==> src/rtl/fetch_pkg.sv <==
// Shared constants, entry type and helpers for the instruction-fetch stage.
package fetch_pkg;

    localparam int INSTR_W = 32;
    localparam int PC_W    = 32;
    localparam logic [PC_W-1:0] PC_INC           = 32'd4;
    localparam logic [PC_W-1:0] RESET_PC_DEFAULT = 32'h0000_0000;

    typedef struct packed {
        logic [INSTR_W-1:0] instr;
        logic [PC_W-1:0]    pc;
    } fetch_entry_t;

    function automatic logic [PC_W-1:0] word_align(input logic [PC_W-1:0] pc);
        return {pc[PC_W-1:2], 2'b00};
    endfunction

endpackage

==> src/rtl/fetch_fifo.sv <==
// Prefetch FIFO of fetch entries; flush wins over push, head read from storage.
module fetch_fifo
    import fetch_pkg::*;
#(
    parameter int FIFO_DEPTH = 4,
    parameter int CNT_W      = $clog2(FIFO_DEPTH) + 1
) (
    input  logic               clk,
    input  logic               reset,
    input  logic               push,
    input  logic               pop,
    input  logic               flush,
    input  fetch_entry_t       din,
    output fetch_entry_t       dout,
    output logic               full,
    output logic               empty,
    output logic [CNT_W-1:0]   count
);

    localparam int PTR_W = $clog2(FIFO_DEPTH);
    localparam logic [CNT_W-1:0] DEPTH_C = CNT_W'(FIFO_DEPTH);

    fetch_entry_t     mem [FIFO_DEPTH];
    logic [PTR_W-1:0] wr_ptr;
    logic [PTR_W-1:0] rd_ptr;
    logic             do_push;
    logic             do_pop;

    assign empty   = (count == '0);
    assign full    = (count == DEPTH_C);
    assign do_pop  = pop && !empty;
    assign do_push = push && !full;
    assign dout    = mem[rd_ptr];

    always_ff @(posedge clk) begin
        if (reset || flush) begin
            wr_ptr <= '0;
            rd_ptr <= '0;
            count  <= '0;
        end else begin
            if (do_push) wr_ptr <= wr_ptr + 1'b1;
            if (do_pop)  rd_ptr <= rd_ptr + 1'b1;
            count <= count + CNT_W'(do_push) - CNT_W'(do_pop);
        end
    end

    always_ff @(posedge clk) begin
        if (do_push) mem[wr_ptr] <= din;
    end

    // The issue rule reserves a slot for every outstanding request.
    always_ff @(posedge clk) begin
        if (!reset && !flush) assert (!(push && full));
    end

endmodule

==> src/rtl/fetch_unit.sv <==
// Instruction fetch: PC, in-order imem reads, prefetch FIFO toward decode, redirect flush.
// Optional FETCH_ALIGN_CHECK_EN: misaligned redirects raise fetch_fault and halt issue.
module fetch_unit
    import fetch_pkg::*;
#(
    parameter logic [31:0] RESET_PC   = RESET_PC_DEFAULT,
    parameter int          FIFO_DEPTH = 4,
    parameter int          CNT_W      = $clog2(FIFO_DEPTH) + 1
) (
    input  logic        clk,
    input  logic        reset,
    output logic        imem_req_valid,
    input  logic        imem_req_ready,
    output logic [31:0] imem_req_addr,
    input  logic        imem_resp_valid,
    input  logic [31:0] imem_resp_data,
    input  logic        redirect_valid,
    input  logic [31:0] redirect_pc,
    output logic        instr_valid,
    input  logic        instr_ready,
    output logic [31:0] instr,
    output logic [31:0] instr_pc,
    output logic [31:0] instr_pc_plus4
`ifdef FETCH_ALIGN_CHECK_EN
    ,
    output logic        fetch_fault
`endif
);

    localparam logic [CNT_W:0] DEPTH_C = (CNT_W+1)'(FIFO_DEPTH);

    logic [PC_W-1:0]  fetch_pc;
    logic [PC_W-1:0]  resp_pc;
    logic [PC_W-1:0]  target;
    logic [CNT_W-1:0] outstanding;
    logic [CNT_W-1:0] out_next;
    logic [CNT_W-1:0] drop;
    logic [CNT_W-1:0] occupancy;
    logic [CNT_W:0]   inflight;
    logic             halted;
    logic             req_hs;
    logic             push;
    logic             pop;
    logic             full;
    logic             empty;
    fetch_entry_t     din;
    fetch_entry_t     head;

    assign target   = word_align(redirect_pc);
    assign inflight = {1'b0, occupancy} + {1'b0, outstanding};

    assign imem_req_valid = !reset && !halted && !full && (inflight < DEPTH_C);
    assign imem_req_addr  = fetch_pc;
    assign req_hs         = imem_req_valid && imem_req_ready;

    // Responses owed to flushed requests are counted off by drop.
    assign push = imem_resp_valid && (drop == '0) && !redirect_valid;
    assign pop  = instr_valid && instr_ready;
    assign din  = '{instr: imem_resp_data, pc: resp_pc};

    always_comb begin
        out_next = outstanding;
        if (imem_resp_valid && outstanding != '0) out_next = out_next - 1'b1;
        if (req_hs)                               out_next = out_next + 1'b1;
    end

    always_ff @(posedge clk) begin
        if (reset) begin
            fetch_pc    <= RESET_PC;
            resp_pc     <= RESET_PC;
            outstanding <= '0;
            drop        <= '0;
        end else begin
            outstanding <= out_next;
            if (redirect_valid) begin
                fetch_pc <= target;
                resp_pc  <= target;
                drop     <= out_next;
            end else begin
                if (req_hs) fetch_pc <= fetch_pc + PC_INC;
                if (push)   resp_pc  <= resp_pc + PC_INC;
                if (imem_resp_valid && drop != '0) drop <= drop - 1'b1;
            end
        end
    end

`ifdef FETCH_ALIGN_CHECK_EN
    logic fault_q;

    always_ff @(posedge clk) begin
        if (reset)               fault_q <= 1'b0;
        else if (redirect_valid) fault_q <= (redirect_pc[1:0] != 2'b00);
    end

    assign halted      = fault_q;
    assign fetch_fault = fault_q;
`else
    assign halted = 1'b0;
`endif

    fetch_fifo #(
        .FIFO_DEPTH (FIFO_DEPTH),
        .CNT_W      (CNT_W)
    ) u_fifo (
        .clk   (clk),
        .reset (reset),
        .push  (push),
        .pop   (pop),
        .flush (redirect_valid),
        .din   (din),
        .dout  (head),
        .full  (full),
        .empty (empty),
        .count (occupancy)
    );

    assign instr_valid    = !reset && !empty;
    assign instr          = instr_valid ? head.instr : '0;
    assign instr_pc       = instr_valid ? head.pc : '0;
    assign instr_pc_plus4 = instr_valid ? head.pc + PC_INC : '0;

endmodule
==> config.mk <==
export PLATFORM = sky130hd
export DESIGN_NAME = fetch_unit
export DESIGN_NICKNAME = d
export VERILOG_FILES = /design/src/rtl/fetch_pkg.sv /design/src/rtl/fetch_fifo.sv /design/src/rtl/fetch_unit.sv
export SDC_FILE = /design/constraint.sdc
export NUM_CORES = 1
export LEC_CHECK = 0
export CAP_MARGIN = 40
export CORE_MARGIN = 4
export CORE_UTILIZATION = 55
export DETAILED_ROUTE_END_ITERATION = 8
export GPL_ROUTABILITY_DRIVEN = 1
export PLACE_DENSITY = 0.79
export REMOVE_ABC_BUFFERS = 1
export SETUP_SLACK_MARGIN = 0.1
export SYNTH_ARGS = -nofsm -noshare
export SYNTH_HDL_FRONTEND = slang
export SYNTH_SLANG_ARGS = --single-unit
==> constraint.sdc <==
create_clock -name clk -period 4.7 [get_ports clk]
set_input_delay 0.94 -clock clk [delete_from_list [all_inputs] [get_ports clk]]
set_output_delay 0.94 -clock clk [all_outputs]
set_load 0.005 [all_outputs]
# Word-level counts from Yosys, hierarchy flattened
# Memory sizes are Yosys's and may differ from the RTL's. A register that Yosys moved wholly into a read port is not among the register bits.
# Cells that the tools add are included.
[word_totals] ff_bits=77 mem_bits_rw=256 inputBits=70 out_inout_bits=130 elab_cells=62 memories=1
[mem_list] name="u_fifo.mem" words=4 width=64 read_ports=1 rd_ports_with_merged_regs=1 wr=1 line_no="fetch_fifo.sv:23" text="fetch_entry_t mem [FIFO_DEPTH];"
[op_classes] addsub=11 order_cmp=1 n_eq_ne=1 mux=15 reduce_logical=24
[op_table] op="$mux 32" n=7
[op_table] op="$add 32x3->32 const B" n=3
[op_table] op="$mux 3" n=4
[op_table] op="$logic_and 1x1->1" n=11
[op_table] op="$logic_not 3->1" n=2
[op_table] op="$reduce_bool 2->1" n=3
[op_table] op="$reduce_bool 3->1" n=2
[op_table] op="$sub 3x1->3 const B" n=2
[op_table] op="$add 2x1->2 const B" n=2
[op_table] op="$add 3x3->4" n=1
[op_table] op="$logic_not 1->1" n=4
[op_table] op="$lt 4x3->1 const B" n=1
[op_table] op="$mux 2" n=2
[op_table] op="$add 3x1->3" n=1
[op_table] op="$add 3x1->3 const B" n=1
[op_table] op="$eq 3x3->1 const B" n=1
[op_table] op="$sub 3x1->3" n=1
[op_table] op="$mux 1" n=2
[op_table] op="$reduce_or 2->1" n=1
[op_table] op="$logic_or 1x1->1" n=1

# Longest topological paths before layout
# Gate-level depths: netlist (run 1).
[logic_depth] ltp_word=7 mapped_depth=13

# Hierarchy
# A second synthesis (run 1) with hierarchy kept.
[unflattened] hier_cells=1021 hier_area_um2=14552.7
[by_module_without_submodules] mod="fetch_fifo" instances=1 cells_per_inst=384 area_per_inst_um2=9724.3 seq_area_each_um2=7867.5
[by_module_without_submodules] mod="fetch_unit" instances=1 cells_per_inst=637 area_per_inst_um2=4828.4 seq_area_each_um2=1321.3

# Least setup slack after synthesis (run 1)
# Ideal clock, no wire load.
[synth_timing] kind="input -> register" start="input port imem_resp_valid" end="memory u_fifo.mem[0][10] in the netlist's numbering (enable)" t_arrival_ps=3268 required_time_ps=4274 setup_slack_ps=1006 cell_stages=5 path_buffers=1 path_cell_list="and3b_1 > clkbuf_1 > nand2_1 > nor2_1 > and2_1"
[synth_via] elab_chain_len=5
[synth_rtl] element="from (decl)" line_no="fetch_unit.sv:15" text="input logic imem_resp_valid,"
[synth_rtl] element="$logic_and 1x1->1 (2 in series)" line_no="fetch_unit.sv:57" text="assign push = imem_resp_valid && (drop == '0) && !redirect_valid;"
[synth_rtl] element="$logic_and 1x1->1" line_no="fetch_fifo.sv:32" text="assign do_push = push && !full;"
[synth_rtl] element="via u_fifo.do_push" line_no="fetch_fifo.sv:26" text="logic do_push;"
[synth_rtl] element="$mux 1" line_no="fetch_fifo.sv:48" text="if (do_push) mem[wr_ptr] <= din;"
[synth_rtl] element="$mux 1 (not written as such)" line_no="fetch_fifo.sv:48"
[synth_rtl] element="to (decl)" line_no="fetch_fifo.sv:23"
# The timed path passes the listed nets, and every way through them passes these cells.

==> results of run 1 <==
==> layer usage <==
layer  vias to the layer above  global-route usage, %
li1                       4303                      -
met1                      4513                   32.3
met2                       394                   38.5
met3                        36                   3.89
met4                         0                   4.62
met5                         -                      0
==> kinds of logic (layout without fill, tap and decap cells) <==
| kind of cell | Yosys count | in the layout | share of synthesized area [%] |
|---|---|---|---|
| other | 1 | 6 | 0.0263 |
| AOI/OAI and AO/OA | 137 | 137 | 6.48 |
| and+or+nand+nor | 312 | 312 | 12.2 |
| DFF | 323 | 323 | 62.6 |
| buffers and inverters | 111 | 334 | 3.34 |
| muxes | 70 | 70 | 10.4 |
| adders and majority gates | 17 | 17 | 1.54 |
| xor gates and xnor gates | 55 | 55 | 3.37 |
==> flip-flops by register name, summed over array words and instances (netlist names), named ones only <==
| name | cells |
|---|---|
| outstanding | 3 |
| u_fifo.rd_ptr | 2 |
| imem_req_addr | 30 |
| u_fifo.wr_ptr | 2 |
| u_fifo.mem | 248 |
| u_fifo.count | 3 |
| drop | 3 |
| resp_pc | 30 |
==> Yosys cell counts (all sizes together), types with 3 or more instances <==
| cell | n | area (sq um) |
|---|---|---|
| nor2 | 48 | 180 |
| or2 | 3 | 18.8 |
| and3 | 17 | 106 |
| nor3 | 25 | 125 |
| nor4 | 17 | 113 |
| clkbuf | 36 | 135 |
| a21boi | 29 | 218 |
| nand3 | 36 | 180 |
| or3 | 7 | 43.8 |
| a21oi | 44 | 220 |
| mux4 | 62 | 1400 |
| buf | 21 | 139 |
| and2 | 74 | 463 |
| edfxtp | 248 | 7450 |
| mux2i | 3 | 30.0 |
| a211oi | 4 | 30.0 |
| o21a | 10 | 75.1 |
| xor2 | 16 | 140 |
| and4 | 14 | 123 |
| o21bai | 3 | 22.5 |
| o31a | 17 | 149 |
| mux2 | 5 | 56.3 |
| ha | 16 | 200 |
| inv | 53 | 199 |
| dfxtp | 75 | 1500 |
| nand2 | 31 | 116 |
| o21ai | 11 | 55.1 |
| or4 | 7 | 52.6 |
| nand4 | 24 | 150 |
| o31ai | 6 | 45.0 |
| xnor2 | 39 | 342 |
==> layout make-up <==
class	count	area (sq um)	area share (%)
Clock buffer	38	802	4.54
Clock inverter	17	135	0.766
Inverter	54	203	1.15
Multi-Input combinational cell	597	4890	27.7
Sequential cell	323	8960	50.7
Tap cell	330	413	2.34
Timing Repair Buffer	225	2250	12.8
==> worst max path at each step <==
stage,depth (start not counted),from,to,slack (ps)
floorplan,5,flip-flop,instr_pc_plus4[20],-1290
global placement,6,flip-flop,instr_pc_plus4[20],310
detailed placement,6,flip-flop,instr_pc_plus4[20],260
CTS,7,flip-flop,instr_pc_plus4[20],110
global route,8,flip-flop,instr_pc_plus4[17],90
finish,8,flip-flop,instr_pc_plus4[17],240
==> stage by stage <==
step,TNS (ps),hold WS [ps]
final,0,523
after floorplan,-17880,482
after global placement,0,507
after global routing,0,540
after CTS,0,523
after detailed placement,0,515
==> where the power goes <==
| group | switching, W | internal, W | total (W) | leakage [nW] |
|---|---|---|---|---|
| logic | 0.000414 | 0.000395 | 0.000809 | 2.54 |
| clock network | 0.00101 | 0.00131 | 0.00232 | 0.442 |
| registers | 0.000106 | 0.00324 | 0.00335 | 2.88 |
| total | 0.00153 | 0.00495 | 0.00647 | 5.86 |
==> what timing repair did <==
item,CTS,global route
hold buffers,0,0
buffers inserted,7,6
pin swaps,2,1
gates resized for setup,3,4
setup endpoints to repair,9,8
==> critical path, delay by kind of cell, from the launching register on <==
kind	cells	cell delay, ps
simple gates	2	1010
flops	1	400
buf+inv	4	1050
compound gates	1	140
mux	1	370
==> impl_metrics.prom, run 1 <==
# TYPE chip_impl_metric gauge
chip_impl_info{name="outcome",value="complete, no violations"} 1
chip_impl_info{name="synthFlopType",value="edfxtp_1"} 1
chip_impl_metric{name="power_per_standard_cell_area",unit="mW/mm^2"} 367
chip_impl_metric{name="setup_ws",unit="ps"} 240
chip_impl_metric{name="async_reset_ff_share",unit="%"} 0
chip_impl_metric{name="count_of_endpoints_failing_hold_in_the_final_timing_report",unit=""} 0
chip_impl_metric{name="place_worst_setup_slack",unit="ps"} 259
chip_impl_metric{name="first_pass_iters",unit=""} 5
chip_impl_metric{name="routed_via_density",unit=""} 5.84
chip_impl_metric{name="post_drt_wl_per_cell",unit="um"} 20.9
chip_impl_metric{name="io_pins",unit=""} 200
chip_impl_metric{name="clk-insertion-delay-late",unit="ps"} 550
chip_impl_metric{name="cts.sinks",unit=""} 323
chip_impl_metric{name="detailroute.wirelength.met3",unit="mm"} 2.50
chip_impl_metric{name="worst_ep_arrival_time",unit="ps"} 3520
chip_impl_metric{name="r2r_setup_slack",unit="ps"} 1830
chip_impl_metric{name="met1_wirelength",unit="mm"} 13.9
chip_impl_metric{name="route.final.wire_length",unit="mm"} 33.1
chip_impl_metric{name="detailed_place.area",unit="sq mm"} 0.0166
chip_impl_metric{name="num_antenna_cells",unit=""} 0
chip_impl_metric{name="fmax",unit="MHz"} 224
chip_impl_metric{name="worstHoldPathCells",unit=""} 0
chip_impl_metric{name="drt.antenna.violating_nets",unit=""} 0
chip_impl_metric{name="syn_area_per_cell",unit="sq um"} 13.9
chip_impl_metric{name="ys_ff_latch",unit=""} 323
chip_impl_metric{name="post-place-cells",unit=""} 1516
chip_impl_metric{name="final_net_count",unit=""} 1319
chip_impl_metric{name="ys_seq_area_share",unit="%"} 62.6
chip_impl_info{name="critical_path_class",value="reg -> out"} 1
chip_impl_metric{name="gate_count_of_the_mapped_netlist",unit=""} 1026
chip_impl_info{name="crit-reg2reg-launch",value="drop[0]$_SDFFE_PP0P_"} 1
chip_impl_metric{name="grt_start_max_net_pins",unit=""} 64
chip_impl_metric{name="final_cells",unit=""} 1584
chip_impl_metric{name="grt_remaining_overflow",unit=""} 0
chip_impl_metric{name="post_synth_num_cell_types",unit=""} 57
chip_impl_info{name="rsz_0062_raised_after_global_routing",value="true"} 1
chip_impl_metric{name="die_h",unit="um"} 169
chip_impl_metric{name="drv.max_cap_violation_count",unit=""} 0
chip_impl_metric{name="final_min_period_over_clock_period",unit="%"} 94.9
chip_impl_metric{name="filler_cell_count",unit=""} 1745
chip_impl_info{name="mostFrequentLayoutCell",value="edfxtp_1"} 1
chip_impl_metric{name="finalPower",unit="W"} 0.00647
chip_impl_metric{name="drc",unit=""} 0
chip_impl_info{name="most-common-layout-cells",value="edfxtp_1 (248), clkdlybuf4s50_1 (190), dfxtp_1 (73)"} 1
chip_impl_metric{name="detailedRoute.firstIterationViolations",unit=""} 1032
chip_impl_metric{name="mapped_cell_area",unit="sq mm"} 0.0143
chip_impl_metric{name="finish.instance_area",unit="sq mm"} 0.0177
chip_impl_metric{name="final_util",unit="%"} 69.5
chip_impl_info{name="worstSetupStartpointType",value="flip-flop"} 1
chip_impl_metric{name="overall_track_demand_over_capacity_in_global_routing",unit="%"} 22.9
chip_impl_info{name="clock_tree_from_tritoncts",value="built"} 1
chip_impl_metric{name="via_count",unit=""} 9246
chip_impl_metric{name="synth-edff-count",unit=""} 248
chip_impl_info{name="worstSetupEndpointType",value="output pin"} 1
chip_impl_metric{name="ir_drop",unit="mV"} 0.286
chip_impl_metric{name="vias_in_the_first_global_route",unit=""} 9314
chip_impl_metric{name="cts_inserted_buffers",unit=""} 31
chip_impl_info{name="top_layer",value="met4"} 1
chip_impl_metric{name="worstPathMaxFanout",unit=""} 11
chip_impl_metric{name="synth-warning-count",unit=""} 0
chip_impl_metric{name="clkSlewWorstSetupHoldPaths",unit="ps"} 70
chip_impl_metric{name="post-dp-hpwl",unit="mm"} 21.7
chip_impl_metric{name="antenna_found_initial",unit=""} 0
chip_impl_metric{name="relative_slew_slack",unit="%"} 52.3
chip_impl_info{name="cp_cell_sequence",value="buf_12, mux4_2, clkinv_1, or4_4, buf_4, or3_1, a21oi_1, clkdlybuf4s50_1"} 1
chip_impl_info{name="hold_path.startpoint",value="resp_pc[31]$_SDFFE_PP0P_"} 1
chip_impl_info{name="worst_path_max_delay_cell",value="or4_4"} 1
chip_impl_metric{name="die_w",unit="um"} 169
chip_impl_metric{name="cts.htree.levels",unit=""} 1
chip_impl_metric{name="setup_viol",unit=""} 0
chip_impl_metric{name="leak",unit="nW"} 5.86
chip_impl_metric{name="globalplace.congestion",unit=""} 0.807
chip_impl_metric{name="layout_overhead_on_the_synthesized_area",unit="%"} 23.6
chip_impl_metric{name="worst_slew_pin_slew",unit="ps"} 710
chip_impl_metric{name="initial_standard_cell_utilization_of_the_core",unit="%"} 56.2
chip_impl_metric{name="final_max_slew_viols",unit=""} 0
chip_impl_metric{name="clockBufferDepth",unit=""} 3
chip_impl_metric{name="finalCriticalPeriod",unit="ps"} 4460
chip_impl_metric{name="count_of_cells_along_the_worst_register_to_register_path",unit=""} 7
chip_impl_metric{name="buffer_ports.inserted",unit=""} 191
chip_impl_metric{name="layout-drive-gt1-share",unit="%"} 11.9
chip_impl_metric{name="worst_ep_required_time",unit="ps"} 3760
chip_impl_metric{name="critical_path.max_stage_delay",unit="ps"} 650
chip_impl_info{name="worst_hold_path.endpoint",value="u_fifo.mem[0][31]$_DFFE_PP_"} 1
chip_impl_metric{name="core_region_area",unit="sq mm"} 0.0254
chip_impl_metric{name="skew",unit="ps"} 8.55
chip_impl_metric{name="dieArea",unit="sq mm"} 0.0286
chip_impl_info{name="root_buffer_selected_by_cts",value="clkbuf_16"} 1
chip_impl_metric{name="grt_pass1_wl",unit="mm"} 51.9
chip_impl_metric{name="met2WireLength",unit="mm"} 16.2
chip_impl_info{name="hold_removal_path_class",value="reg -> reg"} 1
chip_impl_metric{name="std_cell_rows",unit=""} 58
chip_impl_info{name="regToRegEndpoint",value="u_fifo.mem[3][46]$_DFFE_PP_"} 1
No activity file was read; power rests on OpenSTA's default activity.
==> run 2, diff against run 1 <==
CAP_MARGIN = not set   (was 40)
==> results of run 2 <==
Final layout, timing and power as in run 1 (identical DEF).
==> run 3, diff against run 2 <==
CORE_UTILIZATION = 57   (was 55)
CTS_BUF_LIST = sky130_fd_sc_hd__clkbuf_4   (was not set)
PLACE_DENSITY = 0.82   (was 0.79)
RECOVER_POWER = 100   (was not set)
==> run 3 against run 2 <==
- the flow now finishes with violations (capacitance limit, slew limit)
- non-clock buffer count up 1
- via count up 3.0%
- power down 0.36%
- cell count up 5.2%
- flip-flop and latch count unchanged
- critical endpoint is now instr_pc_plus4[21]
- largest cell class unchanged
- largest power group unchanged
- highest routed layer unchanged
==> impl_metrics.prom, run 3 (synthesis results as in run 1) <==
# TYPE chip_impl_metric gauge
chip_impl_metric{name="worstPathMaxFanout",unit=""} 18
chip_impl_metric{name="ir_drop",unit="mV"} 0.187
chip_impl_metric{name="io_pins",unit=""} 200
chip_impl_metric{name="overall_track_demand_over_capacity_in_global_routing",unit="%"} 22.8
chip_impl_metric{name="cts_inserted_buffers",unit=""} 81
chip_impl_metric{name="clkSlewWorstSetupHoldPaths",unit="ps"} 80
chip_impl_metric{name="cts.sinks",unit=""} 323
chip_impl_metric{name="antenna_found_initial",unit=""} 1
chip_impl_info{name="worstSetupEndpointType",value="output pin"} 1
chip_impl_info{name="violations",value="capacitance limit, slew limit"} 1
chip_impl_metric{name="dieArea",unit="sq mm"} 0.0277
chip_impl_metric{name="die_w",unit="um"} 166
chip_impl_metric{name="layout_overhead_on_the_synthesized_area",unit="%"} 23.8
chip_impl_metric{name="count_of_cells_along_the_worst_register_to_register_path",unit=""} 7
chip_impl_info{name="max_flop_register",value="u_fifo.mem"} 1
chip_impl_metric{name="relative_slew_slack",unit="%"} -22.3
chip_impl_info{name="clock_tree_from_tritoncts",value="built"} 1
chip_impl_metric{name="total_area_of_multi_input_combinational_cells",unit="sq mm"} 0.00490
chip_impl_metric{name="cts.htree.levels",unit=""} 3
chip_impl_metric{name="area.sequential",unit="sq mm"} 0.00896
chip_impl_metric{name="filler_cell_count",unit=""} 1636
chip_impl_metric{name="finish.instance_area",unit="sq mm"} 0.0177
chip_impl_metric{name="routed_via_density",unit=""} 5.71
chip_impl_metric{name="globalplace.congestion",unit=""} 0.839
chip_impl_metric{name="drv.max_cap_violation_count",unit=""} 5
chip_impl_metric{name="std_cell_rows",unit=""} 57
chip_impl_metric{name="worst_ep_required_time",unit="ps"} 3760
chip_impl_info{name="outcome",value="finished, violations left"} 1
chip_impl_info{name="cp_cell_sequence",value="buf_12, buf_16, mux4_2, nand3_1, or4_4, buf_6, o31ai_1, a21oi_1, dlygate4sd3_1"} 1
chip_impl_metric{name="leak",unit="nW"} 6.21
chip_impl_metric{name="final_total_negative_setup_slack",unit="ps"} 0
chip_impl_metric{name="final_util",unit="%"} 72.3
chip_impl_metric{name="grt_pass1_wl",unit="mm"} 50.5
chip_impl_metric{name="final_min_period_over_clock_period",unit="%"} 95.9
chip_impl_info{name="mostFrequentLayoutCell",value="edfxtp_1"} 1
chip_impl_metric{name="detailed_place.area",unit="sq mm"} 0.0166
chip_impl_metric{name="via_count",unit=""} 9519
chip_impl_metric{name="finalCriticalPeriod",unit="ps"} 4510
chip_impl_metric{name="critical_path.max_stage_delay",unit="ps"} 620
chip_impl_metric{name="worst_ep_arrival_time",unit="ps"} 3570
chip_impl_metric{name="first_pass_iters",unit=""} 5
chip_impl_info{name="root_buffer_selected_by_cts",value="clkbuf_4"} 1
chip_impl_metric{name="cts_hold_buf",unit=""} 0
chip_impl_info{name="rsz_0062_raised_after_global_routing",value="false"} 1
chip_impl_metric{name="final_max_slew_viols",unit=""} 264
chip_impl_metric{name="die_h",unit="um"} 166
chip_impl_metric{name="initial_standard_cell_utilization_of_the_core",unit="%"} 58.4
chip_impl_metric{name="layout-drive-gt1-share",unit="%"} 17.0
chip_impl_metric{name="post_drt_wl_per_cell",unit="um"} 19.3
chip_impl_metric{name="skew",unit="ps"} 37.8
chip_impl_metric{name="drc",unit=""} 0
chip_impl_info{name="critical_path_class",value="reg -> out"} 1
chip_impl_metric{name="finalPower",unit="W"} 0.00645
chip_impl_metric{name="route.final.wire_length",unit="mm"} 32.1
chip_impl_info{name="most-common-layout-cells",value="edfxtp_1 (248), dlygate4sd3_1 (116), clkbuf_4 (109)"} 1
chip_impl_metric{name="grt_start_max_net_pins",unit=""} 63
chip_impl_metric{name="detailedRoute.firstIterationViolations",unit=""} 894
chip_impl_info{name="worstSetupStartpointType",value="flip-flop"} 1
chip_impl_info{name="worst_path_max_delay_cell",value="dlygate4sd3_1"} 1
chip_impl_metric{name="grt_remaining_overflow",unit=""} 0
chip_impl_metric{name="clk-insertion-delay-late",unit="ps"} 670
chip_impl_metric{name="buffer_ports.inserted",unit=""} 191
chip_impl_metric{name="setup_viol",unit=""} 0
chip_impl_metric{name="flip_flop_count_of_the_largest_register_after_layout",unit=""} 248
chip_impl_metric{name="count_of_endpoints_failing_hold_in_the_final_timing_report",unit=""} 0
chip_impl_info{name="hold_removal_path_class",value="reg -> reg"} 1
chip_impl_metric{name="final_net_count",unit=""} 1370
chip_impl_metric{name="vias_in_the_first_global_route",unit=""} 9641
chip_impl_metric{name="clockBufferDepth",unit=""} 3
chip_impl_metric{name="worst_slew_pin_slew",unit="ps"} 1830
chip_impl_metric{name="drt.antenna.violating_nets",unit=""} 0
chip_impl_metric{name="fmax",unit="MHz"} 222
chip_impl_metric{name="core_region_area",unit="sq mm"} 0.0245
chip_impl_metric{name="worstHoldPathCells",unit=""} 2
chip_impl_metric{name="power_per_standard_cell_area",unit="mW/mm^2"} 365
chip_impl_metric{name="post-dp-hpwl",unit="mm"} 20.6
-- run 3: cell types whose count changed in the layout (fill, tap and decap cells not counted), sizes merged --
cell	previous run	this run
clkdlybuf4s50	190	68
dlygate4sd3	0	116
clkbuf	38	122
clkinv	11	28
buf	34	23
clkinvlp	4	0
clkdlybuf4s25	0	3
dlygate4sd2	0	3
diode	0	2
bufinv	2	3
dlymetal6s2s	1	0
inv	54	55
-- run 3: area by class of cell --
type / instances / area share (%)
diodes: 2 / 0.0283
clock buffers: 109 / 4.63
clock inverters: 32 / 1.16
inverters: 54 / 1.15
multi-input cells: 597 / 27.7
flip-flops and latches: 323 / 50.7
well taps: 324 / 2.29
repair buffers: 226 / 12.3
-- run 3: power breakdown --
group | switching [W] | total [W] | internal (W)
clock | 0.00106 | 0.00231 | 0.00125
combinational | 0.000416 | 0.000793 | 0.000377
sequential | 0.000103 | 0.00335 | 0.00324
total | 0.00158 | 0.00645 | 0.00487
-- run 3: metrics by stage --
stage          setup WS, ps  cells  hold WS [ps]
4_1_cts                32.3   1664           520
3_5_place_dp            195   1509           522
2_1_floorplan         -1290    974           482
6_report                195   1667           535
5_1_grt                57.2   1666           551
3_3_place_gp            258   1509           505
-- run 3: path summary, 6_finish.rpt --
kind | from | end | slack, ps
min | u_fifo.rd_ptr[0]$_SDFFE_PP0P_ | flip-flop | 530
min reg2reg | u_fifo.rd_ptr[0]$_SDFFE_PP0P_ | flip-flop | 530
max | flip-flop | instr_pc_plus4[21] | 190
max reg2reg | drop[0]$_SDFFE_PP0P_ | u_fifo.mem[3][58]$_DFFE_PP_ | 1260
-- run 3: worst max-delay path, delay by kind of cell (launching register included) --
kind / cells / cell delay (ps)
AOI/OAI and AO/OA: 2 / 510
DFF: 1 / 370
muxes: 1 / 350
buffers and inverters: 4 / 1100
and+or+nand+nor: 2 / 560
-- run 3: timing repair --
action | 4_1_cts | 5_1_grt
gates resized for setup | 9 | 10
endpoints found under the setup margin | 14 | 9
gates cloned | 0 | 0
buffers inserted | 14 | 1
pin swaps | 2 | 0
-- run 3: metal layers --
metal	GRT usage (%)	wire length, um	up-vias
met5	0	0	-
met4	6.79	632	0
met3	4.67	2380	48
met2	38.2	15700	432
met1	30.4	13300	4589
li1	-	-	4450
